[config.mk]
export PLATFORM = sky130hd
export DESIGN_NAME = demux_1_to_4_scheduler
export DESIGN_NICKNAME = d
export VERILOG_FILES = /design/src/rtl/demux_sched_pkg.sv /design/src/rtl/demux_sched_lane_counter.sv /design/src/rtl/demux_1_to_4_scheduler.sv
export SDC_FILE = /design/constraint.sdc
export NUM_CORES = 1
export LEC_CHECK = 0
export ABC_AREA = 1
export CORE_MARGIN = 2
export CORE_UTILIZATION = 30
export CTS_CLUSTER_DIAMETER = 30
export CTS_CLUSTER_SIZE = 28
export DETAILED_ROUTE_END_ITERATION = 16
export DONT_BUFFER_PORTS = 1
export SETUP_SLACK_MARGIN = 0.05
export SLEW_MARGIN = 15
export SYNTH_ARGS = -nofsm -noshare
export SYNTH_HDL_FRONTEND = slang
export SYNTH_SLANG_ARGS = --single-unit
export TNS_END_PERCENT = 30
[constraint.sdc]
create_clock -name clk -period 2.5 [get_ports clk]
set_input_delay 0.625 -clock clk [delete_from_list [all_inputs] [get_ports clk]]
set_output_delay 0.625 -clock clk [all_outputs]
set_load 0.02 [all_outputs]
[src/rtl/demux_sched_pkg.sv]
`default_nettype none
// ============================================================================
//  Module   : demux_sched_pkg
//  Purpose  : Shared types and constants for the 1-to-4 demux scheduler.
//             Holds the two-state holding-stage encoding and the lane
//             geometry used by the top and its lane counters.
//  Ports    : none (package)
//  Revision : 1.0 - initial release
// ============================================================================
package demux_sched_pkg;

    localparam int NUM_LANES      = 4;
    localparam int LANE_SEL_WIDTH = 2;

    // Holding-stage state: EMPTY = no word held, FULL = word offered to a lane
    typedef enum logic [0:0] {
        ST_EMPTY = 1'b0,
        ST_FULL  = 1'b1
    } state_t;

endpackage : demux_sched_pkg
`default_nettype wire

[src/rtl/demux_sched_lane_counter.sv]
`default_nettype none
// ============================================================================
//  Module   : demux_sched_lane_counter
//  Purpose  : Free-running wrapping transfer counter with increment enable.
//             Wraps silently modulo 2^COUNT_WIDTH.
//  Ports    : clk   - rising-edge clock
//             rst_n - asynchronous active-low reset (count -> 0)
//             inc   - increment enable, one count per cycle when high
//             count - current count value
//  Revision : 1.0 - initial release
// ============================================================================
module demux_sched_lane_counter #(
    parameter int COUNT_WIDTH = 16
) (
    input  logic                   clk,
    input  logic                   rst_n,
    input  logic                   inc,
    output logic [COUNT_WIDTH-1:0] count
);

    logic [COUNT_WIDTH-1:0] r_count;

    always_ff @(posedge clk or negedge rst_n) begin
        if (!rst_n) begin
            r_count <= '0;
        end else if (inc) begin
            r_count <= r_count + 1'b1;
        end
    end

    assign count = r_count;

endmodule : demux_sched_lane_counter
`default_nettype wire

[src/rtl/demux_1_to_4_scheduler.sv]
`default_nettype none
// ============================================================================
//  Module   : demux_1_to_4_scheduler
//  Purpose  : Round-robin scheduler for a 1-to-4 demux datapath. One word is
//             held in a registered stage and offered to the currently
//             selected lane; the selection rotates by one on every transfer.
//             Ingress stalls while the selected lane is not ready.
//  Config   : DEMUX_SCHED_SKIP_EN - when defined, a lane that stays not-ready
//             for STALL_LIMIT consecutive held cycles is skipped and the
//             skip is counted on skip_count.
//  Ports    : clk, rst_n           - clock, asynchronous active-low reset
//             in_valid/in_data     - ingress word and valid
//             in_ready             - ingress may accept this cycle
//             out_ready[3:0]       - per-lane consumer ready
//             out_valid[3:0]       - one-hot lane valid
//             out_data             - held word, broadcast to all lanes
//             select_lines[1:0]    - currently selected lane
//             sent_count           - per-lane transfer counts, lane i at
//                                    [i*COUNT_WIDTH +: COUNT_WIDTH]
//             skip_count           - skipped lanes (DEMUX_SCHED_SKIP_EN only)
//  Revision : 1.0 - initial release
// ============================================================================
module demux_1_to_4_scheduler
    import demux_sched_pkg::*;
#(
    parameter int DATA_WIDTH  = 8,
    parameter int COUNT_WIDTH = 16,
    parameter int STALL_LIMIT = 15
) (
    input  logic                             clk,
    input  logic                             rst_n,
    input  logic                             in_valid,
    input  logic [DATA_WIDTH-1:0]            in_data,
    output logic                             in_ready,
    input  logic [NUM_LANES-1:0]             out_ready,
    output logic [NUM_LANES-1:0]             out_valid,
    output logic [DATA_WIDTH-1:0]            out_data,
    output logic [LANE_SEL_WIDTH-1:0]        select_lines,
`ifdef DEMUX_SCHED_SKIP_EN
    output logic [COUNT_WIDTH-1:0]           skip_count,
`endif
    output logic [NUM_LANES*COUNT_WIDTH-1:0] sent_count
);

    state_t                    r_state;
    state_t                    w_state_nxt;
    logic [DATA_WIDTH-1:0]     r_data;
    logic [LANE_SEL_WIDTH-1:0] r_sel;
    logic                      w_fire;
    logic                      w_accept;
    logic                      w_skip;

    // Transfer to the selected lane; in_ready is one gate level off out_ready
    assign w_fire   = (r_state == ST_FULL) && out_ready[r_sel];
    assign in_ready = (r_state == ST_EMPTY) || w_fire;
    assign w_accept = in_valid && in_ready;

`ifdef DEMUX_SCHED_SKIP_EN
    localparam int c_stall_w = $clog2(STALL_LIMIT + 1);

    logic [c_stall_w-1:0] r_stall;
    logic                 w_stalled;

    assign w_stalled = (r_state == ST_FULL) && !out_ready[r_sel];
    // Skip on the cycle that would bring the stall run up to STALL_LIMIT
    assign w_skip    = w_stalled && (r_stall == c_stall_w'(STALL_LIMIT - 1));

    always_ff @(posedge clk or negedge rst_n) begin
        if (!rst_n) begin
            r_stall <= '0;
        end else if (w_stalled && !w_skip) begin
            r_stall <= r_stall + 1'b1;
        end else begin
            r_stall <= '0;
        end
    end

    demux_sched_lane_counter #(
        .COUNT_WIDTH (COUNT_WIDTH)
    ) u_skip_counter (
        .clk   (clk),
        .rst_n (rst_n),
        .inc   (w_skip),
        .count (skip_count)
    );
`else
    logic w_unused_stall_limit;

    assign w_skip               = 1'b0;
    assign w_unused_stall_limit = (STALL_LIMIT != 0);
`endif

    // ------------------------------------------------------------------
    // FSM: state register
    // ------------------------------------------------------------------
    always_ff @(posedge clk or negedge rst_n) begin
        if (!rst_n) begin
            r_state <= ST_EMPTY;
        end else begin
            r_state <= w_state_nxt;
        end
    end

    // ------------------------------------------------------------------
    // FSM: next-state logic
    // ------------------------------------------------------------------
    always_comb begin
        w_state_nxt = r_state;
        case (r_state)
            ST_EMPTY: if (w_accept)            w_state_nxt = ST_FULL;
            ST_FULL:  if (w_fire && !w_accept) w_state_nxt = ST_EMPTY;
            default:                           w_state_nxt = ST_EMPTY;
        endcase
    end

    // ------------------------------------------------------------------
    // FSM: outputs (registered state only)
    // ------------------------------------------------------------------
    always_comb begin
        out_valid = '0;
        if (r_state == ST_FULL) begin
            out_valid[r_sel] = 1'b1;
        end
    end

    // Held word and lane selection. out_data only moves on accept so it
    // keeps the last word while EMPTY.
    always_ff @(posedge clk or negedge rst_n) begin
        if (!rst_n) begin
            r_data <= '0;
            r_sel  <= '0;
        end else begin
            if (w_accept) begin
                r_data <= in_data;
            end
            if (w_fire || w_skip) begin
                r_sel <= r_sel + 2'd1;
            end
        end
    end

    assign out_data     = r_data;
    assign select_lines = r_sel;

    for (genvar i = 0; i < NUM_LANES; i++) begin : g_lane
        demux_sched_lane_counter #(
            .COUNT_WIDTH (COUNT_WIDTH)
        ) u_lane_counter (
            .clk   (clk),
            .rst_n (rst_n),
            .inc   (w_fire && (r_sel == LANE_SEL_WIDTH'(i))),
            .count (sent_count[i*COUNT_WIDTH +: COUNT_WIDTH])
        );
    end

endmodule : demux_1_to_4_scheduler
`default_nettype wire
==> impl_metrics.py <==
metrics = {
    "sta": {
        "period_needed_ps": 2160,
        "maxSlewHeadroom_pct": 68.7,
        "timing.fmax_mhz": 463,
        "tns_ps": 0,
        "finalHoldViolCount": 0,
        "fin_crit_sh_pct": 86.4,
        "worstMarginPinSlew_ps": 469,
        "setup_ws_ps": 341,
        "setup_viol": 0,
        "fin_skew_ps": 5.01,
        "rsz0062_at_grt": "no",
        "final_max_slew_viol_count": 0,
    },
    "drt": {
        "ant_nets": 0,
        "num_vias": 3680,
        "wl_um": 10300,
        "drtIter0Drc": 191,
        "vias_per_cell": 4.62,
        "first_pass_iters": 6,
        "wl_per_cell_um": 13.0,
        "drc_errors": 0,
    },
    "global_routing": {
        "met2_usage_pct": 22.4,
        "antenna_found_initial": 0,
        "gr-usage-met1_pct": 17.6,
        "grt_max_degree": 76,
        "grt_pass1_wl_um": 16800,
        "overflow": 0,
        "grt_usage_pct": 14.3,
        "busiest_layer": "met2",
        "met3_usage_pct": 4.53,
        "grt_pass1_vias": 3321,
    },
    "floorplanning": {
        "num_rows": 43,
        "start_util_pct": 30.9,
        "coreArea_sq_um": 13900,
        "io_pins": 94,
        "die_width_um": 124,
        "die-area_sq_um": 15300,
        "die_h_um": 124,
    },
    "worst_setup_path": {
        "crit_required_ps": 1880,
        "cp-end-kind": "primary output",
        "crit_arrival_ps": 1530,
        "cp_max_fo": 10,
        "rr_worst_depth": 9,
        "crit_type": "reg2out",
        "r2r-start": "select_lines[0]$_DFFE_PN0N_",
        "rr_endpoint": "g_lane[1].u_lane_counter.count[4]$_DFFE_PN0P_",
        "r2r_slack_ps": 600,
        "start_kind": "flop",
    },
    "power": {
        "power_density_nw_per_um2": 941,
        "ir_drop_uv": 447,
        "leakagePower_nw": 2.13,
        "power_mw": 4.53,
    },
    "clock_network": {
        "path_clk_slew_ps": 60,
        "htreeDepth": 3,
        "cts-root-buf": "clkbuf_16",
        "cts_hold_buf": 1,
        "postCtsResizedCells": 0,
        "post-cts-setup-buffers": 0,
        "insertion_delay_ps": 340,
        "clockBufferDepth": 2,
        "cts_buffers": 9,
        "clkSinkCount": 75,
        "cts_tree": "done",
    },
    "placement": {
        "place_inst": 781,
        "place_congestion": 0.814,
        "pre_cts_slack_ps": 556,
        "portBuffers": 0,
        "hpwl_um": 7670,
        "place_area_sq_um": 4500,
    },
    "synthesis": {
        "syn_nets": 629,
        "synth_top_area_cell": "dfrtp_1",
        "synth_top_area_share_pct": 43.7,
        "synthTopCellsByArea": "dfrtp_1 (44%), nand2_1 (23%), nor2_1 (6.1%)",
        "netlist_area_sq_um": 4300,
        "ys_warn_count": 0,
        "synthCells": 606,
        "synth-seq-cells": 75,
        "synth_cell_types": 21,
        "syn_area_per_cell_sq_um": 7.09,
        "synth-seq-area-share_pct": 43.7,
    },
    "cells_and_area": {
        "num_antenna_cells": 0,
        "nFillCells": 1474,
        "fin_area_sq_um": 4810,
        "drive_above_1_share_pct": 4.87,
        "multiInputGateArea_sq_um": 2180,
        "seqCellArea_sq_um": 1880,
        "nNetsFinal": 636,
        "fin_cells": 796,
        "areaGrowthSynthToFinish_pct": 11.9,
    },
    "min_path": {
        "holdCritPathClass": "in2async",
    },
    "status": {
        "status": "complete, no violations",
    },
    "job": {
        "cap_viol_max_count": 0,
    },
}
-- logic make-up (layout without fill, tap and decap cells) --
family | count (synthesis) | count (layout) | share of synthesized area (%)
AOI/OAI and AO/OA | 39 | 39 | 4.54
xor gates and xnor gates | 27 | 27 | 5.50
adders and majority gates | 8 | 8 | 2.33
buffers and inverters | 59 | 69 | 5.70
DFF | 75 | 75 | 43.7
and+or+nand+nor | 398 | 398 | 38.3
-- layout by cell type (no fill, tap or decap) --
cell type	instances
nand2_1	267
dfrtp_1	75
nor2_1	70
inv_1	44
o21ai_0	28
nand3_1	27
xor2_1	16
nand4_1	13
xnor2_1	11
o21ai_1	11
nand3b_1	10
clkbuf_16	9
ha_1	8
inv_2	5
buf_4	5
nor3_1	4
nor2_4	3
nand2_4	2
clkbuf_1	2
nand2_2	1
nor2_2	1
clkinvlp_4	1
clkbuf_8	1
bufinv_16	1
buf_16	1
-- Yosys cell counts --
master    instances
nand3_1          27
inv_1            44
nand3b_1         10
o21ai_0          28
clkbuf_1          1
nand2_2           1
nor2_4            3
xnor2_1          11
nor2_1           70
ha_1              8
nand2_4           2
dfrtp_1          75
inv_2             5
buf_2             4
nand4_1          13
nor2_2            1
buf_4             5
o21ai_1          11
nand2_1         267
xor2_1           16
nor3_1            4
-- where the power goes --
part           switching, mW  internal, mW
registers              0.661          1.46
clock network          0.485         0.789
logic                  0.764         0.364
-- per-stage QoR --
| step | hold WS [ps] | util (%) |
|---|---|---|
| detailed placement | 331 | 32.3 |
| floorplan | 329 | - |
| global placement | 331 | 32.3 |
| finish | 180 | 34.5 |
| global route | 205 | 34.5 |
| CTS | 183 | 34.5 |
-- worst max-delay path, cell delays in order (launching register included) --
cell and delay (ps):
dfrtp_1 580, inv_2 110, nand2_1 70, nand3_1 100, nand2_4 180, nand2_4 150
-- cell type report --
cell class | instances | share of cell area, %
clock inverter | 2 | 0.780
timing repair buffer | 6 | 1.35
tap | 180 | 4.68
inverter | 49 | 3.82
multi-input combinational | 472 | 45.2
clock buffer | 12 | 5.12
sequential | 75 | 39.0
-- worst max path at each step --
stage	startpoint	to	slack, ps	cells after the start
after floorplan	out_ready[1]	in_ready	810	4
after global placement	select_lines[0]$_DFFE_PN0N_	g_lane[1].u_lane_counter.count[4]$_DFFE_PN0P_	600	9
after detailed placement	select_lines[0]$_DFFE_PN0N_	g_lane[1].u_lane_counter.count[4]$_DFFE_PN0P_	560	9
after CTS	select_lines[0]$_DFFE_PN0N_	out_valid[2]	290	4
after global routing	select_lines[0]$_DFFE_PN0N_	in_ready	190	5
final	select_lines[0]$_DFFE_PN0N_	in_ready	340	5
-- layer usage --
metal	share of wire, %	up-vias
met1	45	1660
met2	46	87
met3	6.5	17
li1	-	1916
met4	2.8	0
met5	0	-
-- sequential cells by signal, indices dropped and copies added (netlist names) --
name,count
g_lane.u_lane_counter.count,64
out_data,8
r_state,1
select_lines,2
(Power assumes the default switching activity.)
